$ cat src/rtl/ddr_arb_pkg.sv
// ddr_arb_pkg: shared state encoding, default sizing and width helper for the DDR port arbiter.
package ddr_arb_pkg;
  localparam int N_WR_DEFAULT = 2;
  localparam int READER_ID = N_WR_DEFAULT;
  typedef enum logic [2:0] {IDLE, AW, WD, AR, RD} arb_state_t;
  function automatic int cnt_w(input int max_val);
    return max_val < 2 ? 1 : $clog2(max_val + 1);
  endfunction
endpackage

$ cat src/rtl/ddr_port_arbiter_rr_select.sv
// rr_select: round-robin picker searching upward from ptr; requests also set in ovr win outright.
module rr_select
  import ddr_arb_pkg::*;
#(
  parameter int N  = 3,
  parameter int IW = cnt_w(N - 1)
) (
  input  logic [N-1:0]  req,
  input  logic [N-1:0]  ovr,
  input  logic [IW-1:0] ptr,
  output logic [N-1:0]  gnt,
  output logic [IW-1:0] idx,
  output logic          any
);
  logic [N-1:0] cand;
  assign cand = |(req & ovr) ? req & ovr : req;
  assign any = |req;
  assign gnt = any ? N'(1) << idx : '0;
  always_comb begin
    idx = '0;
    for (int k = N - 1; k >= 0; k--)
      if (cand[IW'((int'(ptr) + k) % N)]) idx = IW'((int'(ptr) + k) % N);
  end
endmodule

$ cat src/rtl/ddr_port_arbiter.sv
// ddr_port_arbiter: shares one AXI-style ddr3_32 port between N_WR burst writers and one reader.
module ddr_port_arbiter
  import ddr_arb_pkg::*;
#(
  parameter int N_WR    = N_WR_DEFAULT,
  parameter int ADDR_W  = 28,
  parameter int LEN_W   = 4,
  parameter int DATA_W  = 256,
  parameter int TIMEOUT = 1023
) (
  input  logic                     clk,
  input  logic                     rst,
  input  logic [N_WR-1:0]          wr_req,
  input  logic [N_WR*ADDR_W-1:0]   wr_addr,
  input  logic [N_WR*LEN_W-1:0]    wr_len,
  output logic [N_WR-1:0]          wr_gnt,
  input  logic [N_WR*DATA_W-1:0]   wr_data,
  output logic [N_WR-1:0]          wr_data_rdy,
  output logic [N_WR-1:0]          wr_done,
  input  logic                     rd_req,
  input  logic                     rd_urgent,
  input  logic [ADDR_W-1:0]        rd_addr,
  input  logic [LEN_W-1:0]         rd_len,
  output logic                     rd_gnt,
  output logic                     rd_valid,
  output logic [DATA_W-1:0]        rd_data,
  output logic                     rd_last,
  output logic [ADDR_W-1:0]        axi_awaddr,
  output logic                     axi_awuser_ap,
  output logic [3:0]               axi_awuser_id,
  output logic [LEN_W-1:0]         axi_awlen,
  output logic                     axi_awvalid,
  input  logic                     axi_awready,
  output logic [DATA_W-1:0]        axi_wdata,
  output logic [DATA_W/8-1:0]      axi_wstrb,
  input  logic                     axi_wready,
  input  logic [3:0]               axi_wusero_id,
  input  logic                     axi_wusero_last,
  output logic [ADDR_W-1:0]        axi_araddr,
  output logic                     axi_aruser_ap,
  output logic [3:0]               axi_aruser_id,
  output logic [LEN_W-1:0]         axi_arlen,
  output logic                     axi_arvalid,
  input  logic                     axi_arready,
  input  logic [DATA_W-1:0]        axi_rdata,
  input  logic [3:0]               axi_rid,
  input  logic                     axi_rlast,
  input  logic                     axi_rvalid,
  output logic                     busy,
  output logic                     err
);
  localparam int SW = cnt_w(N_WR);
  localparam int WW = cnt_w(N_WR - 1);
  localparam int TW = cnt_w(TIMEOUT);
  arb_state_t state;
  logic [SW-1:0] ptr, sel, win;
  logic [N_WR:0] pick;
  logic any, wlast, tmo, unused_wid;
  logic [LEN_W-1:0] len, beat;
  logic [TW-1:0] tcnt;
  logic [ADDR_W-1:0] addr;
  logic [WW-1:0] ws;
  rr_select #(.N(N_WR + 1), .IW(SW)) u_rr (
    .req({rd_req, wr_req}),
    .ovr({rd_urgent, {N_WR{1'b0}}}),
    .ptr(ptr),
    .gnt(pick),
    .idx(win),
    .any(any)
  );
  assign unused_wid = ^axi_wusero_id;
  assign ws = sel[WW-1:0];
  assign tmo = tcnt == TW'(TIMEOUT - 1);
  assign wlast = (axi_wready && beat == len) || axi_wusero_last;
  assign busy = state != IDLE;
  assign axi_awaddr = addr;
  assign axi_araddr = addr;
  assign axi_awlen = len;
  assign axi_arlen = len;
  assign axi_awuser_id = 4'(sel);
  assign axi_aruser_id = 4'(N_WR);
  assign axi_awuser_ap = 1'b1;
  assign axi_aruser_ap = 1'b1;
  assign axi_wstrb = '1;
  assign axi_wdata = wr_data[ws*DATA_W +: DATA_W];
  assign wr_data_rdy = state == WD ? N_WR'(axi_wready) << ws : '0;
  assign rd_valid = state == RD && axi_rvalid;
  assign rd_last = state == RD && axi_rlast;
  assign rd_data = state == RD ? axi_rdata : '0;
  always_ff @(posedge clk) begin
    if (rst) begin
      state <= IDLE;
      ptr <= '0;
      sel <= '0;
      len <= '0;
      beat <= '0;
      tcnt <= '0;
      addr <= '0;
      wr_gnt <= '0;
      rd_gnt <= 1'b0;
      wr_done <= '0;
      axi_awvalid <= 1'b0;
      axi_arvalid <= 1'b0;
      err <= 1'b0;
    end else begin
      wr_gnt <= '0;
      rd_gnt <= 1'b0;
      wr_done <= '0;
      tcnt <= tcnt + 1'b1;
      if (state == IDLE) begin
        if (any) begin
          ptr <= win == SW'(N_WR) ? '0 : win + 1'b1;
          sel <= win;
          tcnt <= '0;
          beat <= '0;
          wr_gnt <= pick[N_WR-1:0];
          rd_gnt <= pick[N_WR];
          addr <= pick[N_WR] ? rd_addr : wr_addr[win[WW-1:0]*ADDR_W +: ADDR_W];
          len <= pick[N_WR] ? rd_len : wr_len[win[WW-1:0]*LEN_W +: LEN_W];
          axi_awvalid <= !pick[N_WR];
          axi_arvalid <= pick[N_WR];
          state <= pick[N_WR] ? AR : AW;
        end
      end else if ((state == AW && axi_awready) || (state == AR && axi_arready)) begin
        axi_awvalid <= 1'b0;
        axi_arvalid <= 1'b0;
        tcnt <= '0;
        state <= state == AW ? WD : RD;
      end else if (state == WD && (axi_wready || axi_wusero_last)) begin
        beat <= beat + LEN_W'(axi_wready);
        tcnt <= '0;
        if (wlast) begin
          wr_done <= N_WR'(1) << ws;
          state <= IDLE;
        end
      end else if (state == RD && axi_rvalid) begin
        tcnt <= '0;
        if (axi_rid != 4'(N_WR)) err <= 1'b1;
        if (axi_rlast) state <= IDLE;
      end else if (tmo) begin
        err <= 1'b1;
        axi_awvalid <= 1'b0;
        axi_arvalid <= 1'b0;
        state <= IDLE;
      end
    end
  end
endmodule

$ cat config.mk
export PLATFORM = sky130hd
export DESIGN_NAME = ddr_port_arbiter
export DESIGN_NICKNAME = d
export VERILOG_FILES = /design/src/rtl/ddr_arb_pkg.sv /design/src/rtl/ddr_port_arbiter_rr_select.sv /design/src/rtl/ddr_port_arbiter.sv
export SDC_FILE = /design/constraint.sdc
export NUM_CORES = 1
export LEC_CHECK = 0
export ABC_AREA = 1
export BUFFER_PORTS_ARGS = -buffer_cell sky130_fd_sc_hd__clkbuf_2
export CORE_AREA = 3 3 597 599
export CTS_CLUSTER_DIAMETER = 80
export DETAILED_ROUTE_END_ITERATION = 10
export DIE_AREA = 0 0 600 602
export PLACE_DENSITY = 0.3
export SLEW_MARGIN = 20
export SYNTH_ARGS = -nofsm -noshare
export SYNTH_HDL_FRONTEND = slang
export SYNTH_HIERARCHICAL = 1
export SYNTH_SLANG_ARGS = --single-unit
$ cat constraint.sdc
create_clock -name clk -period 3.3 [get_ports clk]
set_input_delay 0.66 -clock clk [delete_from_list [all_inputs] [get_ports clk]]
set_output_delay 0.66 -clock clk [all_outputs]
set_load 0.01 [all_outputs]
==> flow_summary.ini, run 1 <==
[run_status]
status = completed

[drt]
antenna_left = 0
drc = 0
drt-pass1-iter-count = 5
drt_iter0_markers = 1134
wl_per_cell_um = 31.18
num_vias = 18520
route.final.wire_length_um = 250500
vias_per_cell = 2.306

[yosys]
synth_cells = 1941
synth_top_family_by_area = simple AND/OR/NAND/NOR gates
synth.area.top_cells = nand2_1 (37%), dfxtp_1 (13%), inv_1 (12%)
synth_area_um2 = 9072
synthAdderAreaFrac_pct = 0.9654
synth-xor-area-share_pct = 0.5792
synth-seq-cells = 61
yosys_warnings = 6
synth_simple_gate_area_share_pct = 54.56
ys.flop_type = dfxtp_1
synth_top_area_share_pct = 36.82
synth_top_cell_by_area = nand2_1
synth_compound_area_share_pct = 6.854
synth_edf_count = 0
synth.mux.area_fraction_pct = 0
yosys.cell_types.count = 37
synth-async-reset-ratio_pct = 0
yosysSeqAreaShare_pct = 13.46
syn_area_per_cell_um2 = 4.674

[flow_run]
maxCapViolations = 0

[die]
fp.dieW_um = 600
die_area_um2 = 361200
initial_core_util_pct = 2.578
num_rows = 218
core_area_um2 = 351900
die_h_um = 602
io_pins = 1515

[clock_network]
numCtsBuffers = 9
ctsHoldBuffers = 0
h-tree-depth = 3
cts_setup_buffers = 0
cts_sinks = 61
ctsLongestPathBuffers = 2
clockRootBuffer = clkbuf_16
path_clk_slew_ns = 0.07
clock_latency_ns = 0.39
cts_tree = built

[sta]
min_period_ns = 3.196
fin_setup_tns_ns = 0
slew_violations = 0
max_clock_freq_mhz = 312.9
maxSlewHeadroom_pct = 48.34
worstMarginPinSlew_ns = 0.7749
skew_ns = 0.01185
setup_viol = 0
grt_setup_unrepaired = false
period_share_pct = 96.84
hold_viol = 0

[placed_design]
dp_hpwl_um = 239900
portBuffers = 1470
routabilityCongestion = 1.012
placed_cell_area_um2 = 22070

[layout]
postLayoutCellArea_um2 = 22610
syn_to_final_growth_pct = 149.2
multi_input_area_um2 = 5888
final-seq-area_um2 = 1225
final_layout_size_suffix_gt1_share_pct = 47.18
fillers = 42520
nets = 4216
fin_util_pct = 6.427

[grt]
grt_pass1_vias = 17180
grt_pass1_wl_um = 286100
gr-total-overflow = 0
antenna_found_initial = 289
grt_start_max_net_pins = 70
grt_use_total_pct = 13.29

[setup_path]
rrSetupSlack_ns = 0.58
crit_path_end_kind = output port
reg2reg_from = ptr[1]
cp_data_required_time_ns = 2.64
worstPathArrival_ns = 2.54
reg2reg_to = axi_arlen[3]
worst-setup-path-type = register to output port
r2r_cells = 11
crit_fanout = 40
start_kind = register

[worst_hold_path]
worstHoldPathCells = 2
worstHoldEndpoint = err
min_from = err
hp-class = register to register

[power]
p_per_area_nw_per_um2 = 711.7
total_leakage_power_nw = 12.46
vdd_drop_max_uv = 332.9
total_power_mw = 16.09
cell families (layout without fill, tap and decap cells):
family / Yosys count / count (layout)
buffers and inverters: 486 / 1835
AO/OA/AOI/OAI: 117 / 117
flip-flops: 61 / 61
other: 2 / 125
adder cells (fa/ha/maj): 7 / 7
AND/OR/NAND/NOR: 1262 / 1262
XOR/XNOR: 6 / 6
cell usage in the layout, fill, tap and decap left out, types with 9 or more instances in the layout:
| cell | count |
|---|---|
| clkbuf_2 | 1454 |
| nand2_1 | 888 |
| inv_1 | 295 |
| nor2_1 | 281 |
| diode_2 | 83 |
| o21ai_0 | 64 |
| dfxtp_1 | 60 |
| nand3_1 | 52 |
| conb_1 | 42 |
| a21oi_1 | 41 |
| buf_4 | 38 |
| buf_12 | 24 |
| nand2_2 | 9 |
| clkbuf_16 | 9 |
where the power goes:
| part | switching [mW] | leakage, nW | internal, mW |
|---|---|---|---|
| Combinational | 10.4 | 11.8 | 3.46 |
| Sequential | 0.238 | 0.500 | 0.932 |
| Clock | 0.452 | 0.157 | 0.664 |
| Total | 11.0 | 12.5 | 5.05 |
layout make-up:
cell class	count	share of cell area [%]
Timing Repair Buffer	1516	35.57
Multi-Input combinational cell	1434	26.04
Tap cell	4620	25.56
Sequential cell	61	5.417
Inverter	303	5.063
Clock buffer	9	0.9960
Antenna cell	83	0.9185
Clock inverter	7	0.4371
flip-flops by register name, summed over array words and instances (netlist names):
register     count
axi_araddr      28
axi_awvalid      1
state            3
tcnt            10
rd_gnt           1
wr_gnt           2
ptr              2
beat             4
axi_arlen        4
err              1
axi_arvalid      1
sel              2
wr_done          2
critical path: stages (launching register included):
cell and delay (ns):
dfxtp_1 0.39, nor2_4 0.23, nand2_8 0.22, buf_12 0.30, buf_4 0.17, nor2_1 0.48, clkbuf_2 0.25
how the worst max path moves through the flow:
stage / from / endpoint / cells past startpoint
finish: state[1] / rd_data[100] / 6
global placement: state[1] / rd_data[100] / 6
floorplan: rd_req / axi_arlen[3] / 16
CTS: state[1] / rd_data[100] / 6
detailed placement: state[1] / rd_data[100] / 6
global route: state[1] / rd_data[100] / 6
synthesized netlist by cell type (2+ instances only):
cell,instances
dfxtp_1,61
nor2_4,5
buf_2,24
nand3_1,52
nand2_2,8
nand2_4,2
xor2_1,5
nor2_2,8
clkbuf_1,78
nor3_1,3
conb_1,2
inv_2,6
nand4_1,5
buf_4,72
nand2_1,890
o21ai_0,64
nor2_1,281
or2_1,2
nand3_2,2
ha_1,7
a21oi_1,41
buf_1,8
o22ai_1,4
o21ai_1,2
nor4_1,2
inv_1,296
routing by layer:
layer / track usage [%] / part of all wire [%] / up-vias
li1: - / - / 8387
met1: 12.26 / 32 / 8212
met2: 25.82 / 54 / 1146
met3: 6.103 / 10 / 566
met4: 3.458 / 3.7 / 212
met5: 0 / 0.57 / -
through the flow:
step                hold WS [ns]  worst slack, ns  instances
finish                    0.4561           0.1044       8033
detailed placement        0.4478           0.4074       7934
global placement          0.4474           0.3873       7934
CTS                       0.4586           0.1236       7950
global route              0.4990          0.04570       8012
floorplan                 0.4577            1.081       1981
timing repair:
item,CTS,global route
resized for setup,1,0
setup endpoints to repair,1,0
hold endpoints to repair,0,0
Note: power is estimated with default switching activity, not from simulation.
==> inputs of run 2 (changes only) <==
- ABC_AREA: 1 -> 0
- CORE_AREA: 3 3 597 599 -> 3 3 589 591
- CTS_CLUSTER_SIZE: default -> 20
- DIE_AREA: 0 0 600 602 -> 0 0 592 594
==> flow_summary.ini, run 2 <==
[drt]
route.final.wire_length_um = 257000
drc = 0
wl_per_cell_um = 36.24
drt-pass1-iter-count = 5
antenna_left = 0
num_vias = 15320
vias_per_cell = 2.160
drt_iter0_markers = 956

[setup_path]
start_kind = register
max_stage_delay_ns = 0.55
reg2reg_from = ptr[1]
crit_chain = inv_1 -> ha_1 -> inv_1 -> a2111o_1 -> a21oi_1 -> a211o_2 -> a21boi_4 -> buf_12 -> mux2i_1 -> o21ai_0 -> nand2_1 -> a21oi_1
cp_data_required_time_ns = 3.53
rrSetupSlack_ns = 0.21
path_buf_inv = 3
reg2reg_to = axi_araddr[8]
worstPathArrival_ns = 3.32
worst-setup-path-type = register to register
crit_path_end_kind = register
crit_slowest_cell = mux2i_1
crit_fanout = 20
cp_top_family = compound AO/OA/AOI/OAI gates
r2r_cells = 12

[yosys]
synth-seq-cells = 61
synth_top_cell_by_area = mux2_2
synth_cells = 1078
synth.most_common_cell = and2_1
synth_edf_count = 0
yosysSeqAreaShare_pct = 14.27
synth.area.top_cells = mux2_2 (34%), and2_1 (19%), dfxtp_1 (14%)
synth_top_area_share_pct = 33.68
synth_area_um2 = 8559
yosys.cell_types.count = 50
synthTopCellsByCount = and2_1 (259), mux2_2 (256), nand2_1 (109), buf_4 (73), clkbuf_1 (70)
syn_area_per_cell_um2 = 7.940
yosys_warnings = 6
synth-async-reset-ratio_pct = 0
ys.flop_type = dfxtp_1

[layout]
mostFrequentLayoutCells = clkbuf_2 (1381), and2_1 (258), mux2_2 (256)
final_layout_size_suffix_gt1_share_pct = 71.99
syn_to_final_growth_pct = 169.3
largest_reg_flops = 28
fillers = 40600
stdcell_count = 7091
nets = 3372
mostFrequentLayoutCell = clkbuf_2

[die]
core_area_um2 = 342400
num_rows = 215
die_area_um2 = 351600
io_pins = 1515
die_h_um = 594
fp.dieW_um = 592
initial_core_util_pct = 2.499

[clock_network]
path_clk_slew_ns = 0.06
h-tree-depth = 3
cts_tree = built
cts_setup_buffers = 0
ctsLongestPathBuffers = 2
numCtsBuffers = 9
cts_sinks = 61
clock_latency_ns = 0.37
clockRootBuffer = clkbuf_16

[power]
vdd_drop_max_uv = 393.3
intPower_mw = 4.893
power_switching_share_pct = 60.60
power.switching_mw = 7.527
p_per_area_nw_per_um2 = 538.8
total_leakage_power_nw = 10.01
comb_power_share_pct = 80.2
seqPwrFrac_pct = 11.7
pwr-share-clk_pct = 8.2

[sta]
fin_setup_tns_ns = 0
period_share_pct = 93.72
hold_viol = 0
slew_violations = 0
min_period_ns = 3.093
grt_setup_unrepaired = false
maxSlewHeadroom_pct = 31.05
final.setup.worst_slack_ns = 0.2072
setup_viol = 0
max_clock_freq_mhz = 323.3
skew_ns = 0.01331
hold_slack_ns = 0.4702
worstMarginPinSlew_ns = 1.034

[placed_design]
routabilityCongestion = 0.9417
dp_hpwl_um = 246500
post-place-ws_ns = -0.02368
dp.cells = 7027
portBuffers = 1470

[grt]
grt_use_total_pct = 13.97
grt_start_max_net_pins = 93
gr-total-overflow = 0
grt_pass1_wl_um = 289100
antenna_found_initial = 221
grt_pass1_vias = 15090

[worst_hold_path]
hp-class = register to register
min_from = sel[1]
worstHoldPathCells = 2
worstHoldEndpoint = sel[1]

[run_status]
status = completed

[flow_run]
maxCapViolations = 0
run 2: changes by cell type after synthesis, sizes merged, moves of 4 or more:
cell / previous run / this run
o21ai: 67 / 42
nand2: 900 / 109
inv: 302 / 10
nor2: 294 / 26
nand3: 55 / 7
mux2: 0 / 256
mux2i: 0 / 34
and2: 0 / 259
a22oi: 0 / 4
buf: 105 / 87
nor3: 3 / 8
o22ai: 4 / 0
xnor2: 1 / 6
clkbuf: 78 / 71
run 2: how the worst max path moves through the flow:
stage                      start              to  slack [ns]  cells after the start
final                     ptr[1]   axi_araddr[8]        0.21                     12
after global routing      ptr[1]  axi_araddr[14]        0.02                     12
after CTS                 ptr[1]  axi_araddr[11]        0.12                     12
after detailed placement  rd_req  axi_araddr[11]       -0.02                     11
after global placement    rd_req  axi_araddr[11]       -0.04                     11
after floorplan           rd_req   axi_araddr[8]        0.49                     11
run 2: stage by stage:
stage               utilization, %  power (mW)  cell area [µm²]
finish                       6.731       12.42            23050
CTS                          6.694       12.90            22920
global route                 6.721       13.25            23020
detailed placement           6.609       11.81            22630
global placement             6.609       11.87            22630
floorplan                        -       5.402             8732
run 2: layout make-up:
cell class / count / area, µm² / share of cell area, %
timing repair buffer: 1504 / 9049 / 39.26
antenna: 49 / 122.6 / 0.5319
multi-input combinational: 895 / 6624 / 28.74
inverter: 10 / 37.54 / 0.1628
clock buffer: 11 / 242.7 / 1.053
tap: 4557 / 5702 / 24.74
clock inverter: 4 / 48.80 / 0.2117
sequential: 61 / 1225 / 5.314
run 2: layer usage:
metal	wire length, µm	GRT usage (%)
met2	118900	23.33
met4	9097	3.909
met5	385	0
met1	81610	12.94
met3	46980	11.24
run 2: cell families after synthesis:
kind of cell    synth area share (%)
compound gates                 7.221
xor+xnor                       1.433
other cells                  0.08774
mux                            37.66
fa+ha+maj                      1.023
buf+inv                        10.77
simple gates                   27.54
flops                          14.27
run 2: power groups by stage:
| stage | clock network (mW) | registers (mW) | logic [mW] |
|---|---|---|---|
| 3_5_place_dp | 0 | 1.49 | 10.3 |
| 2_1_floorplan | 0 | 1.26 | 4.14 |
| 5_1_grt | 1.08 | 1.49 | 10.7 |
| 4_1_cts | 1.06 | 1.48 | 10.4 |
| 3_3_place_gp | 0 | 1.48 | 10.4 |
| 6_report | 1.01 | 1.45 | 9.96 |
run 2: timing repair:
| item | CTS | global route |
|---|---|---|
| setup endpoints to repair | 0 | 1 |
| hold buffers | 0 | 0 |
| resized for setup | 0 | 1 |
run 2: worst min-delay path: cells and delay by family, from the launching register on:
family | cells | cell delay, ns
DFF | 1 | 0.32
and+or+nand+nor | 1 | 0.05
AOI/OAI and AO/OA | 1 | 0.05
==> inputs of run 3 (changes only) <==
- TNS_END_PERCENT: default -> 1
- clock period: 3.3 -> 3.7 ns (I/O delays scaled with it)
==> flow_summary.ini, run 3 (synthesis gave the netlist of run 2 again) <==
[grt]
grt_start_max_net_pins = 91
grt_use_total_pct = 13.94
grt_pass1_wl_um = 288200
antenna_found_initial = 222
gr-total-overflow = 0
grt_pass1_vias = 15240

[worst_hold_path]
min_from = sel[1]
worstHoldEndpoint = sel[1]
worstHoldPathCells = 2
hp-class = register to register

[drt]
wl_per_cell_um = 36.05
drt-pass1-iter-count = 5
antenna_left = 0
route.final.wire_length_um = 255800
num_vias = 15150
drt_iter0_markers = 796
drc = 0
vias_per_cell = 2.135

[power]
total_power_mw = 11.04
p_per_area_nw_per_um2 = 495.7
vdd_drop_max_uv = 244.9
total_leakage_power_nw = 9.821

[flow_run]
maxCapViolations = 0

[clock_network]
numCtsBuffers = 9
cts_sinks = 61
path_clk_slew_ns = 0.07
cts_tree = built
cts_setup_buffers = 0
ctsHoldBuffers = 0
clock_latency_ns = 0.38
ctsLongestPathBuffers = 2
cts_resized = 0
h-tree-depth = 3
clockRootBuffer = clkbuf_16

[setup_path]
worst-setup-path-type = register to register
cp-startpoint = ptr[1]
crit_fanout = 16
start_kind = register
crit_chain = inv_1 -> ha_1 -> inv_1 -> a2111o_1 -> a21oi_1 -> a211o_2 -> a21boi_4 -> buf_4 -> mux2i_1 -> o21ai_0 -> nand2_1 -> a21oi_1
rrSetupSlack_ns = 0.43
max_stage_delay_ns = 0.73
path_buf_inv = 3
crit_slowest_cell = mux2i_1
reg2reg_from = ptr[1]
reg2reg_to = axi_araddr[5]
cp_top_family = compound AO/OA/AOI/OAI gates
r2r_cells = 12
worstPathArrival_ns = 3.53
crit_path_end_kind = register
cp_data_required_time_ns = 3.96

[die]
io_pins = 1515
die_area_um2 = 351600
num_rows = 215
die_h_um = 594
initial_core_util_pct = 2.499
core_area_um2 = 342400
fp.dieW_um = 592

[layout]
syn_to_final_growth_pct = 160.2
mostFrequentLayoutCells = clkbuf_2 (1436), and2_1 (258), mux2_2 (256)
mostFrequentLayoutCell = clkbuf_2
largest_reg_flops = 28
fin_util_pct = 6.504
final_layout_size_suffix_gt1_share_pct = 71.99
nets = 3371

[run_status]
status = completed

[sta]
hold_viol = 0
period_share_pct = 88.28
max_clock_freq_mhz = 306.1
hold_slack_ns = 0.4646
setup_viol = 0
maxSlewHeadroom_pct = 39.04
fin_setup_tns_ns = 0
min_period_ns = 3.266
final.setup.worst_slack_ns = 0.4336
skew_ns = 0.02336
slew_violations = 0
grt_setup_unrepaired = false
worstMarginPinSlew_ns = 0.9110

[placed_design]
portBuffers = 1470
dp_hpwl_um = 245800
post-place-ws_ns = 0.03565
routabilityCongestion = 0.9408
==> run 3: worst max-delay path by stage <==
stage | to | slack (ns) | depth (start not counted)
after global placement | axi_araddr[5] | 0.03 | 11
after detailed placement | axi_araddr[5] | 0.04 | 11
after floorplan | axi_araddr[8] | 0.81 | 11
after CTS | axi_araddr[5] | 0.30 | 12
after global routing | axi_araddr[5] | 0.21 | 12
final | axi_araddr[5] | 0.43 | 12
==> run 3: per-layer routing <==
| metal | vias up | GRT usage (%) | wire length (µm) | part of all wire, % |
|---|---|---|---|---|
| met4 | 60 | 4.068 | 9904 | 3.9 |
| met2 | 1294 | 23.21 | 117600 | 46 |
| met1 | 6977 | 13.01 | 83300 | 33 |
| met3 | 451 | 11.03 | 44670 | 17 |
| li1 | 6370 | - | - | - |
| met5 | - | 0 | 354 | 0.14 |
==> run 3: power by group <==
part           switching, mW  leakage [nW]  total (mW)  internal (mW)
registers              0.455         0.500        1.34          0.885
logic                   5.89          9.17        8.78           2.89
clock network          0.394         0.150       0.918          0.524
==> run 3: worst reg2reg max path, cell delays in order (launching register included) <==
cell and delay, ns:
dfxtp_1 0.34, inv_1 0.06, ha_1 0.36, inv_1 0.18, a2111o_1 0.38, a21oi_1 0.16
a211o_2 0.15, a21boi_4 0.17, buf_4 0.30, mux2i_1 0.73, o21ai_0 0.16, nand2_1 0.11
a21oi_1 0.07
==> run 3: area by class of cell <==
class                      instances  area (µm²)
fill                           40670      320200
clock buffer                       9       225.2
clock inverter                     7       72.57
tap                             4557        5702
timing repair buffer            1503        8253
sequential                        61        1225
multi-input combinational        895        6620
inverter                          10       37.54
antenna                           55       137.6
==> run 3: stage by stage <==
stage	instances	instance area, µm²
floorplan	1124	8732
global placement	7026	21840
detailed placement	7026	21840
CTS	7042	22140
global route	7074	22220
finish	7097	22270
